`config.mk`:
```
export PLATFORM = sky130hd
export DESIGN_NAME = adc_tap_align_ctrl
export DESIGN_NICKNAME = d
export VERILOG_FILES = /design/src/rtl/adc_tap_pkg.sv /design/src/rtl/adc_tap_regfile.sv /design/src/rtl/adc_tap_align_ctrl.sv
export SDC_FILE = /design/constraint.sdc
export NUM_CORES = 1
export LEC_CHECK = 0
export ABC_AREA = 1
export CORE_UTILIZATION = 33
export DETAILED_ROUTE_END_ITERATION = 7
export MAX_ROUTING_LAYER = met4
export PLACE_DENSITY = 0.85
export SETUP_SLACK_MARGIN = 0.02
export SYNTH_ARGS = -nofsm -noshare
export SYNTH_HDL_FRONTEND = slang
export SYNTH_SLANG_ARGS = --single-unit
```
`constraint.sdc`:
```
create_clock -name clk -period 1.4 [get_ports clk]
set_input_delay 0.14 -clock clk [delete_from_list [all_inputs] [get_ports clk]]
set_output_delay 0.14 -clock clk [all_outputs]
set_load 0.1 [all_outputs]
```
`src/rtl/adc_tap_pkg.sv`:
```
// Shared constants, FSM encoding and candidate-tap helper for the ADC tap alignment controller.
// The calibration sweep is compiled in only when ADC_TAP_AUTOCAL_EN is defined.
package adc_tap_pkg;

    localparam logic [5:0] TAP_DIRECT   = 6'd0;
    localparam logic [5:0] TAP_DLY_BASE = 6'b100000;
    localparam int         TAP_NCAND    = 33;

    localparam logic signed [12:0] THRESH_DEF  = 13'sd1024;
    localparam logic [15:0]        TIMEOUT_DEF = 16'hFFFF;

    typedef enum logic [2:0] {
        ST_IDLE,
        ST_APPLY,
        ST_SETTLE,
        ST_ARM,
        ST_SAMPLE,
        ST_NEXT_TAP,
        ST_NEXT_CH,
        ST_DONE
    } cal_state_t;

    // Candidate 0 is the direct path; candidates 1..32 walk the delayed path 0x20..0x3F.
    function automatic logic [5:0] cand_tap(input logic [5:0] cand);
        logic [4:0] depth;
        depth = cand[4:0] - 5'd1;
        return (cand == 6'd0) ? TAP_DIRECT : (TAP_DLY_BASE | {1'b0, depth});
    endfunction

endpackage

```
`src/rtl/adc_tap_regfile.sv`:
```
// Per-channel 6-bit tap registers with one write port, a shadow copy taken at sweep
// start, per-channel restore from that shadow, and the flattened tap bus output.
module adc_tap_regfile
    import adc_tap_pkg::*;
#(
    parameter int NCH   = 9,
    parameter int SEL_W = 4
) (
    input  logic               clk,
    input  logic               rst_n,
    input  logic               wr_en,
    input  logic [SEL_W-1:0]   wr_ch,
    input  logic [5:0]         wr_data,
    input  logic               save,
    input  logic               restore,
    output logic [NCH*6-1:0]   tap_bus
);

    generate
        for (genvar gi = 0; gi < NCH; gi++) begin : g_ch
            logic [5:0] tap_reg;
            logic [5:0] shadow_reg;
            logic       sel;

            // Out-of-range channel numbers match no slot, so such writes fall away here.
            assign sel = (wr_ch == SEL_W'(gi));

            always_ff @(posedge clk or negedge rst_n) begin
                if (!rst_n) begin
                    tap_reg    <= TAP_DIRECT;
                    shadow_reg <= TAP_DIRECT;
                end else begin
                    if (save) begin
                        shadow_reg <= tap_reg;
                    end
                    if (sel && wr_en) begin
                        tap_reg <= wr_data;
                    end else if (sel && restore) begin
                        tap_reg <= shadow_reg;
                    end
                end
            end

            assign tap_bus[gi*6 +: 6] = tap_reg;
        end
    endgenerate

endmodule

```
`src/rtl/adc_tap_align_ctrl.sv`:
```
// ADC tap alignment controller: host tap writes plus an optional per-channel calibration
// sweep, compiled in when ADC_TAP_AUTOCAL_EN is defined.
module adc_tap_align_ctrl
    import adc_tap_pkg::*;
#(
    parameter int                       NCH     = 9,
    parameter int                       DATA_W  = 13,
    parameter int                       SETTLE  = 8,
    parameter logic signed [DATA_W-1:0] THRESH  = THRESH_DEF,
    parameter logic [15:0]              TIMEOUT = TIMEOUT_DEF
) (
    input  logic                  clk,
    input  logic                  rst_n,
    input  logic                  host_wr,
    input  logic [3:0]            host_ch,
    input  logic [5:0]            host_tap,
    output logic                  host_ack,
    input  logic                  cal_start,
    input  logic                  cal_strobe,
    input  logic [NCH*DATA_W-1:0] adc_din,
    output logic [NCH*6-1:0]      sr_tap_bus,
    output logic                  cal_busy,
    output logic                  cal_done,
    output logic [NCH-1:0]        cal_fail
);

    localparam int CH_W  = (NCH > 1) ? $clog2(NCH) : 1;
    localparam int SEL_W = (CH_W > 4) ? CH_W : 4;

    logic             ack_reg;
    logic             host_acc;
    logic             rf_wr_en;
    logic [SEL_W-1:0] rf_ch;
    logic [5:0]       rf_data;
    logic             rf_save;
    logic             rf_restore;

    always_ff @(posedge clk or negedge rst_n) begin
        if (!rst_n) ack_reg <= 1'b0;
        else        ack_reg <= host_acc;
    end

    assign host_ack = ack_reg;

`ifdef ADC_TAP_AUTOCAL_EN
    cal_state_t               state_reg, state_next;
    logic                     pending_reg, busy_reg, done_reg;
    logic [NCH-1:0]           fail_reg;
    logic [CH_W-1:0]          ch_reg;
    logic [5:0]               cand_reg;
    logic [15:0]              cnt_reg;
    logic signed [DATA_W-1:0] sample_reg;
    logic signed [DATA_W-1:0] samples [NCH];
    logic                     hit;
    logic                     timeout_hit;

    generate
        for (genvar gi = 0; gi < NCH; gi++) begin : g_smp
            assign samples[gi] = adc_din[gi*DATA_W +: DATA_W];
        end
    endgenerate

    assign hit         = (sample_reg >= THRESH);
    assign timeout_hit = (({1'b0, cnt_reg} + 17'd1) >= {1'b0, TIMEOUT});

    always_ff @(posedge clk or negedge rst_n) begin
        if (!rst_n) state_reg <= ST_IDLE;
        else        state_reg <= state_next;
    end

    always_comb begin
        state_next = state_reg;
        host_acc   = 1'b0;
        rf_wr_en   = 1'b0;
        rf_ch      = SEL_W'(ch_reg);
        rf_data    = cand_tap(cand_reg);
        rf_save    = 1'b0;
        rf_restore = 1'b0;
        case (state_reg)
            ST_IDLE: begin
                if (pending_reg) begin
                    rf_save    = 1'b1;
                    state_next = ST_APPLY;
                end else if (host_wr && !ack_reg) begin
                    host_acc = 1'b1;
                    rf_wr_en = 1'b1;
                    rf_ch    = SEL_W'(host_ch);
                    rf_data  = host_tap;
                end
            end
            ST_APPLY: begin
                rf_wr_en   = 1'b1;
                state_next = ST_SETTLE;
            end
            ST_SETTLE: begin
                if (cnt_reg == 16'(SETTLE - 1)) state_next = ST_ARM;
            end
            ST_ARM: begin
                if (cal_strobe) begin
                    state_next = ST_SAMPLE;
                end else if (timeout_hit) begin
                    rf_restore = 1'b1;
                    state_next = ST_NEXT_CH;
                end
            end
            ST_SAMPLE: begin
                state_next = hit ? ST_NEXT_CH : ST_NEXT_TAP;
            end
            ST_NEXT_TAP: begin
                if (cand_reg == 6'(TAP_NCAND - 1)) begin
                    rf_restore = 1'b1;
                    state_next = ST_NEXT_CH;
                end else begin
                    state_next = ST_APPLY;
                end
            end
            ST_NEXT_CH: begin
                state_next = (ch_reg == CH_W'(NCH - 1)) ? ST_DONE : ST_APPLY;
            end
            ST_DONE: begin
                state_next = ST_IDLE;
            end
            default: state_next = ST_IDLE;
        endcase
    end

    always_ff @(posedge clk or negedge rst_n) begin
        if (!rst_n) begin
            pending_reg <= 1'b0;
            busy_reg    <= 1'b0;
            done_reg    <= 1'b0;
            fail_reg    <= '0;
            ch_reg      <= '0;
            cand_reg    <= 6'd0;
            cnt_reg     <= 16'd0;
            sample_reg  <= '0;
        end else begin
            done_reg <= (state_reg == ST_DONE);
            // A start request is only remembered while idle; during a sweep it is dropped.
            if (state_reg == ST_IDLE && pending_reg) begin
                pending_reg <= 1'b0;
                busy_reg    <= 1'b1;
                fail_reg    <= '0;
                ch_reg      <= '0;
                cand_reg    <= 6'd0;
            end else if (state_reg == ST_IDLE && cal_start) begin
                pending_reg <= 1'b1;
            end
            case (state_reg)
                ST_APPLY:  cnt_reg <= 16'd0;
                ST_SETTLE: cnt_reg <= (state_next == ST_ARM) ? 16'd0 : cnt_reg + 16'd1;
                ST_ARM:    cnt_reg <= (cnt_reg == 16'hFFFF) ? cnt_reg : cnt_reg + 16'd1;
                default:   cnt_reg <= cnt_reg;
            endcase
            if (state_reg == ST_ARM && cal_strobe) begin
                sample_reg <= samples[ch_reg];
            end
            if (rf_restore) begin
                fail_reg[ch_reg] <= 1'b1;
            end
            if (state_reg == ST_NEXT_TAP && state_next == ST_APPLY) begin
                cand_reg <= cand_reg + 6'd1;
            end
            if (state_reg == ST_NEXT_CH && state_next == ST_APPLY) begin
                ch_reg   <= ch_reg + CH_W'(1);
                cand_reg <= 6'd0;
            end
            if (state_reg == ST_DONE) begin
                busy_reg <= 1'b0;
            end
        end
    end

    assign cal_busy = busy_reg;
    assign cal_done = done_reg;
    assign cal_fail = fail_reg;
`else
    logic unused_ok;

    always_comb begin
        host_acc   = host_wr && !ack_reg;
        rf_wr_en   = host_acc;
        rf_ch      = SEL_W'(host_ch);
        rf_data    = host_tap;
        rf_save    = 1'b0;
        rf_restore = 1'b0;
    end

    assign cal_busy  = 1'b0;
    assign cal_done  = 1'b0;
    assign cal_fail  = '0;
    assign unused_ok = ^{cal_start, cal_strobe, adc_din, THRESH, TIMEOUT, 16'(SETTLE)};
`endif

    adc_tap_regfile #(
        .NCH   (NCH),
        .SEL_W (SEL_W)
    ) u_regfile (
        .clk     (clk),
        .rst_n   (rst_n),
        .wr_en   (rf_wr_en),
        .wr_ch   (rf_ch),
        .wr_data (rf_data),
        .save    (rf_save),
        .restore (rf_restore),
        .tap_bus (sr_tap_bus)
    );

endmodule

```
==> load_flow_metrics.sql, run 1 <==
INSERT INTO impl_metrics (metric_group, metric, value, unit) VALUES
('route', 'detailedRoute.firstPassIterationCount', '4', ''),
('route', 'route.detailed.drc', '0', ''),
('timing', 'timing.hold.ws', '0.355', 'ns'),
('final_layout', 'final_core_util', '54.7', '%'),
('final_layout', 'final-instance-count-excl-fill', '456', ''),
('timing', 'fin_skew', '0.00405', 'ns'),
('final_layout', 'n_antenna_cell', '0', ''),
('timing', 'worst_slack', '0.200', 'ns'),
('timing', 'finalMaxSlewViolations', '0', ''),
('clocking', 'clkTransAtPathRegs', '0.09', 'ns'),
('setup_path', 'timing.critical_path.cells', 'nor2_8, nand3_2, nand2_1, nand2_1', ''),
('placed_design', 'post_dp_cell_area', '0.00387', 'mm^2'),
('synth', 'syn_avg_cell_area', '9.05', 'um^2'),
('route', 'drt-total-wl', '6350', 'um'),
('floorplan', 'placementRows', '31', ''),
('synth', 'synth_compound_gate_area_share', '0', '%'),
('power_and_ir_drop', 'ir_drop', '1030', 'uV'),
('min_path', 'holdCritPathClass', 'in -> async', ''),
('setup_path', 'critical_path.startpoint_type', 'flop', ''),
('job', 'max_cap_violations', '0', ''),
('final_layout', 'layout.cells.most_common_list', '112 x nand2_1, 58 x buf_12, 54 x nand3_1, 54 x dfrtp_1, 20 x buf_4', ''),
('placed_design', 'io_buffers', '67', ''),
('timing', 'setup_total_negative_slack', '0', 'ns'),
('final_layout', 'share_of_final_layout_standard_cells_stronger_than_drive_strength_1', '30.5', '%'),
('floorplan', 'pin_count', '198', ''),
('clocking', 'postCtsSetupRepairBufs', '0', ''),
('grt', 'grt_antenna_before_repair', '0', ''),
('synth', 'main_combinational_cell_family_by_area_after_synthesis', 'simple AND/OR/NAND/NOR gates', ''),
('grt', 'grt_pass1_vias', '2167', ''),
('floorplan', 'die_height', '88.7', 'um'),
('placed_design', 'dpl.hpwl', '4760', 'um'),
('final_layout', 'stdcell_area', '0.00397', 'mm^2'),
('grt', 'overflow', '0', ''),
('clocking', 'htree_num_levels', '2', ''),
('timing', 'finalWorstPathRequiredPeriod', '1.20', 'ns'),
('timing', 'final-hold-violation-count', '0', ''),
('clocking', 'clockRootBuffer', 'clkbuf_8', ''),
('route', 'first_iter_violations', '119', ''),
('placed_design', 'place.detailed.instances', '448', ''),
('route', 'routed_wire_length_per_instance', '13.9', 'um'),
('floorplan', 'floorplan.initialDensity', '34.2', '%'),
('route', 'avgViaCountPerCell', '4.67', ''),
('setup_path', 'crit_arrival', '1.39', 'ns'),
('setup_path', 'crit_path_frequent_cell', 'nand2_1', ''),
('grt', 'grtUsageTotal', '18.3', '%'),
('placed_design', 'post-place-ws', '-0.0886', 'ns'),
('setup_path', 'crit_path_max_fanout', '10', ''),
('setup_path', 'critical-path-slowest-cell', 'dfrtp_2', ''),
('grt', 'grt_max_degree', '56', ''),
('placed_design', 'gpl.final_weighted_congestion', '0.856', ''),
('final_layout', 'syn2layout_area_growth', '60.0', '%'),
('floorplan', 'die_extent_in_x', '88.7', 'um'),
('timing', 'maxClockFrequency', '0.833', 'GHz'),
('clocking', 'hold_bufs_at_cts', '1', ''),
('final_layout', 'finalNetCount', '489', ''),
('clocking', 'tritoncts.num_buffers', '5', ''),
('grt', 'grt_pass1_wl', '10600', 'um'),
('floorplan', 'design.die.area', '0.00786', 'mm^2'),
('clocking', 'max-clock-path-buffers', '2', ''),
('power_and_ir_drop', 'powerDensity', '1980', 'mW/mm^2'),
('clocking', 'clkSinkCount', '55', ''),
('power_and_ir_drop', 'total_leakage_power', '1.98', 'nW'),
('synth', 'synth.yosys.seq_area_share', '55.5', '%'),
('status', 'outcome', 'finished, final reports clean', ''),
('final_layout', 'final.fill_count', '632', ''),
('route', 'antenna_violating_nets_post_route', '0', ''),
('clocking', 'tritoncts', 'built', ''),
('setup_path', 'cpPeakStageDelay', '0.49', 'ns'),
('setup_path', 'end_kind', 'flop', ''),
('route', 'vias', '2130', ''),
('synth', 'syn_area', '0.00248', 'mm^2');
## logic make-up (layout without fill, tap and decap cells)
kind of cell / count (synthesis) / count (layout)
and+or+nand+nor: 186 / 186
DFF: 55 / 55
buffers and inverters: 32 / 105
other: 1 / 11
## Yosys cell counts
cell type  count  area [um^2]
inv_2          4         15.0
nand2_1      112          420
nor2_1         2         7.51
nor2_4         2         22.5
nor2_2         5         31.3
buf_2          6         30.0
inv_1          3         11.3
nand2_4        1         11.3
nor2_8         1         20.0
buf_4         12         90.1
dfrtp_1       55         1380
buf_6          7         78.8
nand3_2        9         90.1
conb_1         1         3.75
nand3_1       54          270
## routing by layer
layer	track usage (%)	part of all wire, %	vias up
met4	4.69	0.95	0
met1	23.0	43	1016
met2	29.9	49	95
met3	4.10	7.5	6
li1	-	-	1013
met5	-	0	-
## critical path: cells and delay by family, from the launching register on
kind | cells | cell delay (ns)
and+or+nand+nor | 4 | 0.59
DFF | 1 | 0.49
## final cells by class
cell class | count | area, um^2 | area share, %
Clock buffer | 6 | 82.6 | 2.08
Clock inverter | 1 | 5.00 | 0.126
Inverter | 7 | 26.3 | 0.662
Multi-Input combinational cell | 197 | 915 | 23.1
Sequential cell | 55 | 1380 | 34.7
Tap cell | 99 | 124 | 3.12
Timing Repair Buffer | 91 | 1440 | 36.2
## power breakdown
group / internal (mW) / total [mW] / switching [mW]
combinational: 1.51 / 4.64 / 3.13
sequential: 1.92 / 2.33 / 0.404
clock: 0.390 / 0.875 / 0.485
## path summary, 6_finish.rpt
path	from	to	slack (ns)	cells past startpoint
max	host_ack$_DFF_PN0_	u_regfile.g_ch[6].tap_reg[4]$_DFFE_PN0P_	0.20	4
min	rst_n	u_regfile.g_ch[3].tap_reg[4]$_DFFE_PN0P_	0.36	3
max reg2reg	host_ack$_DFF_PN0_	u_regfile.g_ch[6].tap_reg[4]$_DFFE_PN0P_	0.20	4
min reg2reg	u_regfile.g_ch[7].tap_reg[2]$_DFFE_PN0P_	u_regfile.g_ch[7].tap_reg[2]$_DFFE_PN0P_	0.54	2
max in group asynchronous	rst_n	host_ack$_DFF_PN0_	0.78	3
min in group clk	host_wr	host_ack$_DFF_PN0_	0.53	3
Note: power is estimated with default switching activity, not from simulation.
==> inputs of run 2 (changes only) <==
--- a/config.mk
+++ b/config.mk
@@ -6,11 +6,14 @@
 export NUM_CORES = 1
 export LEC_CHECK = 0
 export ABC_AREA = 1
+export CAP_MARGIN = 15
 export CORE_UTILIZATION = 33
 export DETAILED_ROUTE_END_ITERATION = 7
+export GPL_TIMING_DRIVEN = 0
 export MAX_ROUTING_LAYER = met4
 export PLACE_DENSITY = 0.85
 export SETUP_SLACK_MARGIN = 0.02
+export SKIP_CTS_REPAIR_TIMING = 1
 export SYNTH_ARGS = -nofsm -noshare
 export SYNTH_HDL_FRONTEND = slang
 export SYNTH_SLANG_ARGS = --single-unit
==> run 2 against run 1 <==
- via count shrank 0.47%
- worst setup slack lost 0.10 ns
- sequential share of layout area grew 9.4 points
- hold slack lost 0.17 ns
- register-to-register slack lost 0.03 ns
- clock power grew 23%
- die area is the same
- critical path depth shrank 3
- utilization shrank 12 points
==> load_flow_metrics.sql, run 2 (synthesis gave the netlist of run 1 again) <==
INSERT INTO impl_metrics (metric_group, metric, value, unit) VALUES
('status', 'outcome', 'finished, final reports clean', ''),
('final_layout', 'share_of_final_layout_standard_cells_stronger_than_drive_strength_1', '32.1', '%'),
('grt', 'grt_pass1_vias', '2066', ''),
('grt', 'grt_pass1_wl', '10200', 'um'),
('placed_design', 'post-place-ws', '-0.316', 'ns'),
('timing', 'timing.final.crit_share', '92.9', '%'),
('route', 'first_iter_violations', '131', ''),
('timing', 'finalSetupViolations', '0', ''),
('setup_path', 'critical_path.startpoint_type', 'flop', ''),
('placed_design', 'io_buffers', '61', ''),
('floorplan', 'placementRows', '31', ''),
('placed_design', 'dpl.hpwl', '4680', 'um'),
('timing', 'finalMaxSlewViolations', '0', ''),
('min_path', 'min_path_cells', '3', ''),
('timing', 'rsz0062_at_grt', 'false', ''),
('timing', 'finalWorstPathRequiredPeriod', '1.30', 'ns'),
('setup_path', 'critical-path-slowest-cell', 'clkbuf_2', ''),
('clocking', 'worst_skew_pair_latency', '0.30', 'ns'),
('grt', 'grt_antenna_before_repair', '0', ''),
('route', 'routed_wire_length_per_instance', '14.0', 'um'),
('setup_path', 'timing.critical_path.cells', 'clkbuf_2', ''),
('clocking', 'max-clock-path-buffers', '2', ''),
('setup_path', 'crit-reg2reg-capture', 'u_regfile.g_ch[2].tap_reg[4]$_DFFE_PN0P_', ''),
('clocking', 'clkSinkCount', '55', ''),
('job', 'max_cap_violations', '0', ''),
('min_path', 'holdCritPathClass', 'in -> reg', ''),
('power_and_ir_drop', 'powerDensity', '2170', 'mW/mm^2'),
('setup_path', 'path_buf_inv', '1', ''),
('grt', 'grtUsageTotal', '17.8', '%'),
('timing', 'worst_slack', '0.0997', 'ns'),
('power_and_ir_drop', 'total_leakage_power', '1.74', 'nW'),
('final_layout', 'finalNetCount', '486', ''),
('power_and_ir_drop', 'internal_cell_power', '2.93', 'mW'),
('floorplan', 'design.die.area', '0.00786', 'mm^2'),
('final_layout', 'largest_register_ff_count', '54', ''),
('route', 'antenna_violating_nets_post_route', '0', ''),
('route', 'drt-total-wl', '6370', 'um'),
('floorplan', 'die_extent_in_x', '88.7', 'um'),
('setup_path', 'crit_path_max_fanout', '2', ''),
('min_path', 'holdPathEnd', 'u_regfile.g_ch[0].tap_reg[0]$_DFFE_PN0P_', ''),
('min_path', 'min_from', 'host_tap[0]', ''),
('setup_path', 'worst_r2r_startpoint', 'host_ack$_DFF_PN0_', ''),
('timing', 'maxClockFrequency', '0.769', 'GHz'),
('power_and_ir_drop', 'seq_power_share', '31.5', '%'),
('clocking', 'clkTransAtPathRegs', '0.09', 'ns'),
('route', 'route.detailed.drc', '0', ''),
('final_layout', 'layout.cells.most_common_list', '112 x nand2_1, 54 x nand3_1, 54 x clkbuf_2, 54 x dfrtp_1, 12 x buf_4', ''),
('power_and_ir_drop', 'fin_total_pwr', '6.77', 'mW'),
('grt', 'grt_max_degree', '34', ''),
('route', 'detailedRoute.firstPassIterationCount', '4', ''),
('final_layout', 'final_common_cell', 'nand2_1', ''),
('setup_path', 'rrSetupSlack', '0.17', 'ns'),
('timing', 'final-hold-violation-count', '0', ''),
('timing', 'fin_skew', '0.00391', 'ns'),
('final_layout', 'final.fill_count', '724', ''),
('placed_design', 'post_dp_cell_area', '0.00327', 'mm^2'),
('grt', 'overflow', '0', ''),
('setup_path', 'critical_path_class', 'reg -> out', ''),
('clocking', 'tritoncts.num_buffers', '5', ''),
('power_and_ir_drop', 'power.share.clock', '15.9', '%'),
('setup_path', 'cpPeakStageDelay', '0.47', 'ns'),
('final_layout', 'n_antenna_cell', '0', ''),
('floorplan', 'floorplan.initialDensity', '34.2', '%'),
('setup_path', 'crit_arrival', '1.16', 'ns'),
('setup_path', 'end_kind', 'primary output', ''),
('power_and_ir_drop', 'p_comb_share', '52.6', '%'),
('final_layout', 'syn2layout_area_growth', '26.0', '%'),
('clocking', 'htree_num_levels', '2', ''),
('setup_path', 'critical_path.top_delay_family', 'buffers and inverters', ''),
('timing', 'setup_total_negative_slack', '0', 'ns'),
('final_layout', 'stdcell_area', '0.00312', 'mm^2'),
('floorplan', 'fp.coreArea', '0.00725', 'mm^2'),
('placed_design', 'gpl.final_weighted_congestion', '0.788', ''),
('floorplan', 'pin_count', '198', ''),
('route', 'avgViaCountPerCell', '4.67', ''),
('power_and_ir_drop', 'sw_frac_of_total', '56.7', '%'),
('floorplan', 'die_height', '88.7', 'um'),
('setup_path', 'r2r_cells', '6', ''),
('power_and_ir_drop', 'p_sw', '3.84', 'mW'),
('timing', 'max_slew.worst_pin.slew', '0.558', 'ns'),
('timing', 'timing.max_slew.rel_slack', '62.8', '%'),
('power_and_ir_drop', 'ir_drop', '946', 'uV'),
('clocking', 'clockRootBuffer', 'clkbuf_8', ''),
('clocking', 'tritoncts', 'built', ''),
('setup_path', 'critPathRequiredTime', '1.26', 'ns'),
('route', 'vias', '2120', '');
-- run 2: layout make-up --
type                            count  area, um^2  area share (%)
Tap cell                           99         124            3.96
Clock buffer                        6        82.6            2.64
Inverter                            7        26.3           0.841
Clock inverter                      2        35.0            1.12
Multi-Input combinational cell    197         917            29.4
Timing Repair Buffer               63         363            11.6
Buffer                             25         199            6.37
Sequential cell                    55        1380            44.1
-- run 2: worst max path at each step --
stage                                             startpoint                                       end  slack (ns)  cells after the start
floorplan                                 host_ack$_DFF_PN0_  u_regfile.g_ch[1].tap_reg[5]$_DFFE_PN0P_        0.08                      6
global placement                                       rst_n                        host_ack$_DFF_PN0_       -1.56                      1
detailed placement                        host_ack$_DFF_PN0_                                  host_ack       -0.32                      1
CTS                                       host_ack$_DFF_PN0_                                  host_ack       -0.66                      1
global route                                      host_ch[2]  u_regfile.g_ch[7].tap_reg[2]$_DFFE_PN0P_        0.04                      6
finish              u_regfile.g_ch[6].tap_reg[3]$_DFFE_PN0P_                            sr_tap_bus[39]         0.1                      1
-- run 2: layer usage --
layer	up-vias	global-route usage, %	wire, um
met5	-	-	0
li1	1009	-	-
met1	1000	24.2	2870
met2	103	28.2	2970
met4	0	3.08	46
met3	8	3.45	492
-- run 2: power by group through the flow --
| stage | registers (mW) | logic [mW] | clock network [mW] |
|---|---|---|---|
| after floorplan | 4.61 | 0.521 | 0 |
| after CTS | 2.14 | 3.91 | 1.09 |
| after detailed placement | 2.16 | 3.91 | 0 |
| after global placement | 2.15 | 3.86 | 0 |
| after global routing | 2.17 | 3.70 | 1.17 |
| final | 2.14 | 3.56 | 1.08 |
-- run 2: metrics by stage --
| step | hold WS (ns) | util (%) | std cells |
|---|---|---|---|
| global route | 0.184 | 43.1 | 454 |
| CTS | -0.177 | 46.7 | 453 |
| floorplan | -0.156 | - | 284 |
| detailed placement | 0.156 | 45.0 | 445 |
| finish | 0.190 | 43.1 | 454 |
| global placement | 0.458 | 44.8 | 444 |
==> inputs of run 3 (changes only) <==
--- a/config.mk
+++ b/config.mk
@@ -17,3 +17,4 @@
 export SYNTH_ARGS = -nofsm -noshare
 export SYNTH_HDL_FRONTEND = slang
 export SYNTH_SLANG_ARGS = --single-unit
+export TNS_END_PERCENT = 50
==> results of run 3 <==
Same layout as run 2: the final DEF is identical, and so are final timing and power.
